`config.mk`:
```
export PLATFORM = sky130hd
export DESIGN_NAME = display_scan_ctrl
export DESIGN_NICKNAME = d
export VERILOG_FILES = /design/src/rtl/display_pkg.sv /design/src/rtl/sevenSegmentsDeco.sv /design/src/rtl/display_scan_ctrl.sv
export SDC_FILE = /design/constraint.sdc
export NUM_CORES = 1
export LEC_CHECK = 0
export ABC_AREA = 1
export BUFFER_PORTS_ARGS = -buffer_cell sky130_fd_sc_hd__clkbuf_2
export CAP_MARGIN = 40
export CORE_MARGIN = 3
export CORE_UTILIZATION = 25
export DETAILED_ROUTE_END_ITERATION = 7
export MAX_ROUTING_LAYER = met4
export PLACE_DENSITY = 0.52
export SETUP_SLACK_MARGIN = 0.02
export SLEW_MARGIN = 0
export SYNTH_ARGS = -nofsm -noshare
export SYNTH_HDL_FRONTEND = slang
export SYNTH_SLANG_ARGS = --single-unit
```
`constraint.sdc`:
```
create_clock -name clk -period 3.6 [get_ports clk]
set_input_delay 0.72 -clock clk [delete_from_list [all_inputs] [get_ports clk]]
set_output_delay 0.72 -clock clk [all_outputs]
set_load 0.02 [all_outputs]
```
`src/rtl/display_pkg.sv`:
```
// rtl/display_pkg.sv - shared types and constants for the seven-segment scan controller
package display_pkg;

    typedef logic [3:0] bcd_t;

    typedef enum logic {SCAN_BLANK, SCAN_SHOW} scan_state_t;

    localparam logic [6:0] SEG_OFF = 7'h7F;

endpackage

```
`src/rtl/sevenSegmentsDeco.sv`:
```
// rtl/sevenSegmentsDeco.sv - combinational BCD to active-low {g,f,e,d,c,b,a} decoder
module sevenSegmentsDeco
    import display_pkg::*;
(
    input  bcd_t       bcd,
    output logic [6:0] seg
);

    always_comb begin
        case (bcd)
            4'd0:    seg = 7'h40;
            4'd1:    seg = 7'h79;
            4'd2:    seg = 7'h24;
            4'd3:    seg = 7'h30;
            4'd4:    seg = 7'h19;
            4'd5:    seg = 7'h12;
            4'd6:    seg = 7'h02;
            4'd7:    seg = 7'h78;
            4'd8:    seg = 7'h00;
            4'd9:    seg = 7'h10;
            default: seg = SEG_OFF;
        endcase
    end

endmodule

```
`src/rtl/display_scan_ctrl.sv`:
```
// rtl/display_scan_ctrl.sv - multiplexed seven-segment scan controller with double-buffered BCD load
module display_scan_ctrl
    import display_pkg::*;
#(
    parameter int NUM_DIGITS   = 4,
    parameter int SCAN_DIV     = 50000,
    parameter int BLANK_CYCLES = 500
) (
    input  logic                    clk,
    input  logic                    rst_n,
    input  logic                    load_valid,
    input  logic [4*NUM_DIGITS-1:0] load_bcd,
    output logic                    load_ready,
    input  logic                    blank_lz,
    output logic [6:0]              seg,
    output logic [NUM_DIGITS-1:0]   an,
    output logic                    frame_start
);

    localparam int CW = (SCAN_DIV > 1) ? $clog2(SCAN_DIV) : 1;
    localparam int IW = (NUM_DIGITS > 1) ? $clog2(NUM_DIGITS) : 1;
    localparam int BW = 4 * NUM_DIGITS;

    localparam logic [CW-1:0] CNT_LAST   = CW'(SCAN_DIV - 1);
    localparam logic [CW-1:0] BLANK_LAST = CW'(BLANK_CYCLES - 1);
    localparam logic [IW-1:0] IDX_LAST   = IW'(NUM_DIGITS - 1);

    scan_state_t           state_q, state_d;
    logic [CW-1:0]         cnt_q, cnt_d;
    logic [IW-1:0]         idx_q, idx_d;
    logic [BW-1:0]         active_q, active_d;
    logic [BW-1:0]         pending_q, pending_d;
    logic                  pend_full_q, pend_full_d;
    logic [6:0]            seg_q, seg_d;
    logic [NUM_DIGITS-1:0] an_q, an_d;
    logic                  frame_start_q, frame_start_d;
    logic                  load_ready_q, load_ready_d;

    logic       slot_wrap;
    logic       frame_wrap;
    logic       accept;
    bcd_t       cur_bcd;
    bcd_t       dec_bcd;
    logic       upper_zero;
    logic       blanked;
    logic [6:0] dec_seg;

    assign slot_wrap  = (cnt_q == CNT_LAST);
    assign frame_wrap = slot_wrap && (idx_q == IDX_LAST);
    assign accept     = load_valid && load_ready_q;

    assign cur_bcd = active_q[4*int'(idx_q) +: 4];

    // Leading zero: this digit and every more significant digit are zero.
    always_comb begin
        upper_zero = 1'b1;
        for (int i = 0; i < NUM_DIGITS; i++) begin
            if (i >= int'(idx_q) && active_q[4*i +: 4] != 4'd0) begin
                upper_zero = 1'b0;
            end
        end
    end

    assign blanked = (cur_bcd > 4'd9) || (blank_lz && (idx_q != '0) && upper_zero);
    assign dec_bcd = blanked ? 4'd0 : cur_bcd;

    sevenSegmentsDeco u_deco (
        .bcd (dec_bcd),
        .seg (dec_seg)
    );

    always_comb begin
        cnt_d   = slot_wrap ? '0 : cnt_q + CW'(1);
        idx_d   = idx_q;
        state_d = state_q;
        if (slot_wrap) begin
            idx_d = (idx_q == IDX_LAST) ? '0 : idx_q + IW'(1);
        end
        case (state_q)
            SCAN_BLANK: if (cnt_q == BLANK_LAST) state_d = SCAN_SHOW;
            SCAN_SHOW:  if (slot_wrap)           state_d = SCAN_BLANK;
            default:                             state_d = SCAN_BLANK;
        endcase
    end

    // Commit precedes accept so a same-edge accept lands in pending, not active.
    always_comb begin
        active_d    = active_q;
        pending_d   = pending_q;
        pend_full_d = pend_full_q;
        if (frame_wrap && pend_full_q) begin
            active_d    = pending_q;
            pend_full_d = 1'b0;
        end
        if (accept) begin
            pending_d   = load_bcd;
            pend_full_d = 1'b1;
        end
        load_ready_d  = !pend_full_d;
        frame_start_d = frame_wrap;
    end

    always_comb begin
        seg_d = SEG_OFF;
        an_d  = '1;
        if (state_q == SCAN_SHOW) begin
            an_d[idx_q] = 1'b0;
            if (!blanked) begin
                seg_d = dec_seg;
            end
        end
    end

    always_ff @(posedge clk or negedge rst_n) begin
        if (!rst_n) begin
            state_q       <= SCAN_BLANK;
            cnt_q         <= '0;
            idx_q         <= '0;
            active_q      <= '0;
            pending_q     <= '0;
            pend_full_q   <= 1'b0;
            seg_q         <= SEG_OFF;
            an_q          <= '1;
            frame_start_q <= 1'b0;
            load_ready_q  <= 1'b1;
        end else begin
            state_q       <= state_d;
            cnt_q         <= cnt_d;
            idx_q         <= idx_d;
            active_q      <= active_d;
            pending_q     <= pending_d;
            pend_full_q   <= pend_full_d;
            seg_q         <= seg_d;
            an_q          <= an_d;
            frame_start_q <= frame_start_d;
            load_ready_q  <= load_ready_d;
        end
    end

    assign seg         = seg_q;
    assign an          = an_q;
    assign frame_start = frame_start_q;
    assign load_ready  = load_ready_q;

endmodule

```
==> out/qor.yml <==
place:
  gp_congestion: 0.823
  hpwl_dp_um: 4940
  placement.io_buffers: 32
grt:
  number_of_global_route_vias_before_repair: 2416
  grt_pass1_wl_um: 11900
  grt_start_max_net_pins: 66
  grt_overflow: 0
  antenna_violations_before_repair: 0
  grt_util_all_layers_pct: 10.5
timing:
  timing_hold_violations_final: 0
  final.min_clock_period_ps: 2530
  setup-violations-final: 0
  grt_setup_unrepaired: "false"
  slew_violations: 0
  min_period_over_period_pct: 70.3
  max_freq_mhz: 395
  skew_ps: 5.46
  slew-limit-headroom_pct: 45.7
  worstMarginPinSlew_ps: 815
  timing.hold.ws_ps: 471
  setup_total_negative_slack_ps: 0
detailed_routing:
  detailroute.via_count: 2384
  detailedRoute.firstPassIterationCount: 4
  antenna_violating_nets_post_route: 0
  vias_per_cell: 4.22
  drc: 0
  wl_per_cell_um: 11.8
  detail_route.wirelength_um: 6690
  initialDrtViolationCount: 108
finish:
  antennaDiodeCount: 0
  drive_above_1_share_pct: 29.5
  final_cell_mix: "69 x sky130_fd_sc_hd__nand2_1, 53 x sky130_fd_sc_hd__dfrtp_1, 40 x sky130_fd_sc_hd__inv_1, 32 x sky130_fd_sc_hd__clkbuf_2, 28 x sky130_fd_sc_hd__nor2_1"
  fin_util_pct: 30.9
  leading_cell_type_in_the_layout_fill_and_taps_excluded: "sky130_fd_sc_hd__nand2_1"
  final_nets: 419
  layout-area-overhead-vs-synth_pct: 19.4
min_path:
  class_of_the_worst_hold_path: "reg2reg"
  hold_crit_depth: 1
critical_path:
  timing.critical_path.to_type: "register"
  path_max_fanout: 12
  timing.critical_path.arrival_ps: 2800
  ff2ff_path_depth: 13
  timing.setup.critical_path_class: "reg2reg"
  start_kind: "register"
  critPathRequiredTime_ps: 3870
floorplanning:
  placeableCoreArea_sq_mm: 0.0128
  y_dimension_of_the_die_um: 121
  initial_utilization_pct: 25.9
  ioPinCount: 33
  die-width_um: 121
  row_count: 41
  floorplan.die_area_sq_mm: 0.0146
pwr:
  power.density_cell_area_mw_per_mm2: 430
  ir_drop_mv: 0.284
  leakage_dissipation_nw: 1.93
synth:
  seq_area_frac_synth_pct: 49.7
  syn_avg_cell_area_sq_um: 9.38
  yosysWarningCount: 0
  number_of_flip_flops_and_latches_in_the_synthesized_netlist: 65
  synthesis.nets: 383
  synth_enable_flop_cells: 0
  yosys_cell_types: 32
  synthesis.area_sq_mm: 0.00330
  synthCells: 352
  ys_dominant_reg_cell: "sky130_fd_sc_hd__dfrtp_1"
  synth-async-reset-ratio_pct: 100
cts:
  tritoncts: "yes"
  path_clk_slew_ps: 50
  post-cts-setup-buffer-count: 0
  htreeDepth: 3
  hold_buffers: 0
  cts_num_sinks: 65
  cts-root-to-sink-buffers: 2
  clock_tree.root_cell: "sky130_fd_sc_hd__clkbuf_16"
  total_clock_buffers_created_by_cts: 9
  clkLatencyLatePin_ps: 330
  postCtsResizedCells: 0
job:
  timing.max_cap.violations: 0
status:
  result_of_the_run: "finished clean"
-- registers in the layout, summed over array words and instances, names as in the netlist, 2 cells and up --
signal and cells:
an 4, seg 7, active_q 16, pending_q 16, cnt_q 16, idx_q 2
-- kinds of logic after synthesis --
group | after synthesis | share of synthesized area (%)
adders and majority gates | 11 | 4.17
and+or+nand+nor | 180 | 28.9
xor gates and xnor gates | 5 | 1.33
buffers and inverters | 52 | 7.23
muxes | 11 | 3.75
DFF | 65 | 49.7
AOI/OAI and AO/OA | 28 | 4.92
-- layer usage --
metal | routed length (um) | up-vias | track usage (%)
met2 | 2850 | 51 | 14.5
met3 | 329 | 9 | 4.20
met1 | 3410 | 1115 | 14.2
li1 | - | 1209 | -
met4 | 96 | 0 | 2.97
met5 | 0 | - | -
-- final cells by class --
cell class	instances	area, sq um
clock buffers	13	260
repair buffers	33	168
inverters	44	170
clock inverters	3	65.1
flip-flops and latches	65	1640
multi-input cells	235	1420
well taps	172	215
fillers	1326	8830
-- stage by stage --
step                worst slack [ps]  instances  cell area, sq um  total power (W)
floorplan                       1430        352              3300         0.000745
global placement                1250        549              3620         0.000770
detailed placement              1140        549              3620         0.000770
CTS                             1100        565              3940          0.00172
global route                     882        565              3940          0.00176
finish                          1070        565              3940          0.00170
-- critical path: stages (launching register included) --
cell,delay (ps)
sky130_fd_sc_hd__dfrtp_1,570
sky130_fd_sc_hd__inv_4,150
sky130_fd_sc_hd__ha_1,250
sky130_fd_sc_hd__nor2_1,90
sky130_fd_sc_hd__nand2_1,60
sky130_fd_sc_hd__nor2_1,110
sky130_fd_sc_hd__nand3_2,280
sky130_fd_sc_hd__nand2_4,210
sky130_fd_sc_hd__nor2_2,70
sky130_fd_sc_hd__inv_1,130
sky130_fd_sc_hd__ha_1,270
sky130_fd_sc_hd__nand4_1,120
sky130_fd_sc_hd__nand3_1,90
sky130_fd_sc_hd__nand2_1,60
-- synth_stat cells, types with 6 or more instances --
library cell              count  area (sq um)
sky130_fd_sc_hd__nand2_1     69           259
sky130_fd_sc_hd__dfrtp_1     53          1330
sky130_fd_sc_hd__inv_1       40           150
sky130_fd_sc_hd__nor2_1      28           105
sky130_fd_sc_hd__nand3_1     25           125
sky130_fd_sc_hd__nand2_2     13          81.3
sky130_fd_sc_hd__a21oi_1     12          60.1
sky130_fd_sc_hd__dfstp_2     12           315
sky130_fd_sc_hd__nand4_1     12          75.1
sky130_fd_sc_hd__ha_1        11           138
sky130_fd_sc_hd__mux2_2      11           124
sky130_fd_sc_hd__nor3_1       9          45.0
sky130_fd_sc_hd__o21ai_0      9          45.0
sky130_fd_sc_hd__nor2_2       6          37.5
-- where the power goes --
part | internal, W | switching, W
clock network | 0.000642 | 0.000296
logic | 0.00000811 | 0.0000164
registers | 0.000732 | 0
-- final timing paths --
kind | slack [ps] | startpoint | to
min | 470 | cnt_q[0] | cnt_q[0]
max in group asynchronous | 2490 | rst_n | pending_q[3]
min reg2reg | 470 | cnt_q[0] | cnt_q[0]
min in group asynchronous | 550 | rst_n | cnt_q[10]
max reg2reg | 1070 | idx_q[0] | seg[3]
max | 1070 | idx_q[0] | seg[3]
(Power assumes the default switching activity.)
